`src/rtl/serial_subtractor_4bit_pkg.sv`:
```
// Shared definitions for the bit-serial subtractor: FSM encoding and default width.
package sub_pkg;

  localparam int DEFAULT_WIDTH = 4;

  typedef enum logic [1:0] {
    IDLE = 2'd0,
    RUN  = 2'd1,
    DONE = 2'd2
  } state_t;

endpackage

```
`src/rtl/serial_subtractor_4bit_fs.sv`:
```
// Behavioural single-bit full subtractor: diff = a - b - bin with borrow-out.
module full_subtractor_bh (
  output logic diff,
  output logic bout,
  input  logic a,
  input  logic b,
  input  logic bin
);

  always_comb begin
    diff = a ^ b ^ bin;
    bout = (~a & b) | (~(a ^ b) & bin);
  end

endmodule

```
`src/rtl/serial_subtractor_4bit.sv`:
```
// Bit-serial subtractor: d = a - b - bin computed LSB first, one bit per clock.
module serial_subtractor_4bit
  import sub_pkg::*;
#(
  parameter int WIDTH = DEFAULT_WIDTH,
  parameter int CNT_W = $clog2(WIDTH) + 1
) (
  input  logic             clk,
  input  logic             rst_n,
  input  logic             start,
  input  logic [WIDTH-1:0] a,
  input  logic [WIDTH-1:0] b,
  input  logic             bin,
  output logic             ready,
  output logic             busy,
  output logic [WIDTH-1:0] d,
  output logic             bout,
  output logic             done
);

  // Handshake: start is honoured only on an edge where ready=1; a/b/bin are
  // captured on that same edge. done pulses for one cycle when d/bout update.

  state_t           state;
  logic [WIDTH-1:0] opa;
  logic [WIDTH-1:0] opb;
  logic [WIDTH-1:0] acc;
  logic             brw;
  logic [CNT_W-1:0] cnt;
  logic             bit_diff;
  logic             bit_borrow;

  full_subtractor_bh u_fs (
    .diff (bit_diff),
    .bout (bit_borrow),
    .a    (opa[0]),
    .b    (opb[0]),
    .bin  (brw)
  );

  always_ff @(posedge clk or negedge rst_n) begin
    if (!rst_n) begin
      state <= IDLE;
      ready <= 1'b1;
      busy  <= 1'b0;
      done  <= 1'b0;
      d     <= '0;
      bout  <= 1'b0;
      opa   <= '0;
      opb   <= '0;
      acc   <= '0;
      brw   <= 1'b0;
      cnt   <= '0;
    end else begin
      case (state)
        IDLE: begin
          if (start) begin
            opa   <= a;
            opb   <= b;
            brw   <= bin;
            cnt   <= '0;
            acc   <= '0;
            state <= RUN;
            ready <= 1'b0;
            busy  <= 1'b1;
          end
        end
        RUN: begin
          acc <= {bit_diff, acc[WIDTH-1:1]};
          opa <= opa >> 1;
          opb <= opb >> 1;
          brw <= bit_borrow;
          cnt <= cnt + 1'b1;
          // Last bit: publish the full result directly, bypassing acc.
          if (cnt == CNT_W'(WIDTH - 1)) begin
            d     <= {bit_diff, acc[WIDTH-1:1]};
            bout  <= bit_borrow;
            state <= DONE;
            done  <= 1'b1;
          end
        end
        DONE: begin
          done  <= 1'b0;
          state <= IDLE;
          ready <= 1'b1;
          busy  <= 1'b0;
        end
        default: begin
          done  <= 1'b0;
          state <= IDLE;
          ready <= 1'b1;
          busy  <= 1'b0;
        end
      endcase
    end
  end

endmodule

```
`config.mk`:
```
export PLATFORM = sky130hd
export DESIGN_NAME = serial_subtractor_4bit
export DESIGN_NICKNAME = d
export VERILOG_FILES = /design/src/rtl/serial_subtractor_4bit_pkg.sv /design/src/rtl/serial_subtractor_4bit_fs.sv /design/src/rtl/serial_subtractor_4bit.sv
export SDC_FILE = /design/constraint.sdc
export NUM_CORES = 1
export LEC_CHECK = 0
export CORE_MARGIN = 5
export CORE_UTILIZATION = 55
export DETAILED_ROUTE_END_ITERATION = 16
export GPL_TIMING_DRIVEN = 0
export PLACE_DENSITY = 0.87
export SYNTH_ARGS = -nofsm -noshare
export SYNTH_HDL_FRONTEND = slang
export SYNTH_SLANG_ARGS = --single-unit
```
`constraint.sdc`:
```
create_clock -name clk -period 4.2 [get_ports clk]
set_clock_uncertainty 0.1 [all_clocks]
set_input_delay 0.63 -clock clk [delete_from_list [all_inputs] [get_ports clk]]
set_output_delay 0.63 -clock clk [all_outputs]
set_load 0.01 [all_outputs]
```
==> metrics.md <==
| Metric | Value |
|---|---|
| Setup TNS | `0 ps` |
| Setup crit end kind | `primary output` |
| Placer's final routability congestion estimate | `around 0.72` |
| Hold_ws | `390 ps` |
| Crit start category | `flip-flop` |
| Worst reg2reg path startpoint | `cnt[0]` |
| Vias in the first global route | `840` |
| Worst setup margin | `2060 ps` |
| Seq cells post-synth | `25` |
| WL/cell | `~16 µm` |
| Port Buffers | `19` |
| Pre-antenna DRT Iters | `2` |
| Gates resized, CTS repair | `0` |
| Final setup viols | `0` |
| Dpl hpwl | `1.63 mm` |
| Finished Cell Area | `around 1500 µm²` |
| DR DRC count | `0` |
| Worst slew pin tran | `between 1000 and 1500 ps` |
| Flop2flop setup slack | `2650 ps` |
| Tcrit/Tclk final | `0.509` |
| Async SR Flop Fraction | `1.00` |
| Most common flop cell mapped by yosys | `dfrtp_1` |
| Commonest non-fill, non-tap cell in the layout | `dfrtp_1` |
| Final ANT Viol Nets | `0` |
| Share of post-route cells with drive strength above 1 | `0.207` |
| Met2 Routed Length | `1.11 mm` |
| Worst endpoint required time | `3470 ps` |
| Io pins | `20` |
| Synthesized area | `1200 µm²` |
| Total CTS buffers | `3` |
| Initial Util | `0.559` |
| Yosys warning count | `0` |
| Placed cell count | `135` |
| Hold depth | `1` |
| Commonest non-fill, non-tap cells in the layout | `dfrtp_1, clkdlybuf4s50_1, inv_1` |
| Total gr overflow | `0` |
| Buffer count from post-CTS setup fixing | `0` |
| Post-layout min period | `~2100 ps` |
| First-pass GRT wire length | `3.75 mm` |
| Clk Latency, worst-skew pair | `between 300 and 400 ps` |
| GRT Total Usage | `0.153` |
| Overall power | `1.07 mW` |
| Final Hold Viols | `0` |
| Hold EP | `cnt[0]` |
| Vias/cell | `5.60` |
| Critical path arrival | `1410 ps` |
| Max incr delay on CP | `560 ps` |
| Clock Sinks | `25` |
| Core Util, Final | `0.678` |
| Die area | `3220 µm²` |
| Clock root cell | `clkbuf_4` |
| CTS clock-pin slew for the worst setup and hold paths | `around 140 ps` |
| CP Launch Point | `ready` |
| Max_slew headroom | `0.272` |
| Lkg Pwr | `0.660 nW` |
| Post-synth EDFFs | `0` |
| Drt total wl | `2.18 mm` |
| Via count | `779` |
| Top Layer Used | `met4` |
| Family with the most delay on the worst path | `flip-flops` |
| Worst Hold Class | `reg -> reg` |
| Hold path start | `cnt[0]` |
| Die Y | `~57 µm` |
| PD cells | `734 nW/µm²` |
| RSZ-0062 raised after global routing | `false` |
| Met3 wire length | `about 110 µm` |
| H-tree Lvls | `1` |
| Final slew viol count | `0` |
| Synth Area per Inst | `13.6 µm²` |
| Crit path cell chain | `clkdlybuf4s50_1` |
| Post-Syn Instances | `88` |
| Reg2reg end | `d[3]` |
| Largest net degree at the start of global routing | `26` |
| Final net count | `127` |
| Max Fanout on Critical Path | `2` |
| Fmax | `468 MHz` |
| Diodes inserted | `0` |
| Worst path bufs/invs | `1` |
| Sequential area share after synthesis | `0.522` |
| Slowest cell on the critical path | `dfstp_2` |
| FP Rows | `17` |
| First DRT Iteration DRCs | `4` |
| Clk buf depth | `2` |
| Cell variety after synth | `27` |
| CTS tree | `built` |
| Finished Layout Cells | `139` |
| Initial antenna violation count | `0` |
| Maximum vdd drop | `0.000409 V` |
| Chip width | `56.7 µm` |
| Status | `finished clean` |
| Post-Syn Nets | `103` |
| Area delta synth->final | `21.3%` |
| Max cap viols | `0` |
| Post-place setup slack | `2140 ps` |
| Metal-1 WL | `924 µm` |
| Worst setup path class | `reg -> out` |
| CTS Hold Buffers Added | `0` |
| Core ar. | `2150 µm²` |
| R2r worst-path depth | `4` |
| Placed instance area | `approximately 1400 µm²` |
==> where the power goes <==
| group | internal (mW) | switching (mW) | total (mW) |
|---|---|---|---|
| clock | 0.0364 | 0.0737 | 0.110 |
| sequential | 0.356 | 0.0528 | 0.409 |
| combinational | 0.295 | 0.256 | 0.551 |
| total | 0.687 | 0.383 | 1.07 |
==> metal layers <==
| layer | vias up | global-route usage |
|---|---|---|
| li1 | 361 | - |
| met2 | 16 | 0.264 |
| met1 | 398 | 0.178 |
| met3 | 4 | 0.0299 |
| met4 | 0 | 0.0795 |
| met5 | - | 0 |
==> state kept, by name, indices dropped and copies added (netlist names) <==
register,count
done,1
acc,3
brw,1
cnt,3
bout,1
state,2
d,4
busy,1
opb,4
ready,1
opa,4
==> worst max-delay path by stage <==
| stage | end | cells after the start |
|---|---|---|
| finish | ready | 1 |
| global route | ready | 1 |
| CTS | ready | 1 |
| detailed placement | busy | 1 |
| global placement | done | 1 |
| floorplan | d[0] | 4 |
==> layout make-up <==
type / instances / area (µm²)
flip-flops and latches: 25 / 627
multi-input cells: 45 / 464
plain buffers: 7 / 68.8
clock inverters: 1 / 7.51
fillers: 164 / 692
well taps: 28 / 35.0
repair buffers: 19 / 190
inverters: 11 / 41.3
clock buffers: 3 / 22.5
==> kinds of logic after synthesis <==
group           share of synthesized area
compound gates                      0.163
fa+ha+maj                          0.0375
buf+inv                            0.0917
flops                               0.522
mux                                0.0542
simple gates                        0.132
==> synthesized netlist by cell type (2+ instances only) <==
cell type   n  area share
a22o_1      6       0.044
mux2i_1     2       0.017
a221oi_1    2       0.015
a221oi_2    2       0.025
buf_6       5       0.047
ha_1        2       0.021
a211oi_2    3       0.031
dfrtp_1    24        0.50
nor3b_1     3       0.019
nand2b_1    2       0.010
mux2_1      4       0.037
nor4b_1     5       0.036
a21oi_1     3       0.012
inv_1      11       0.034
nor4b_2     2       0.025
No activity file was read; power rests on OpenSTA's default activity.
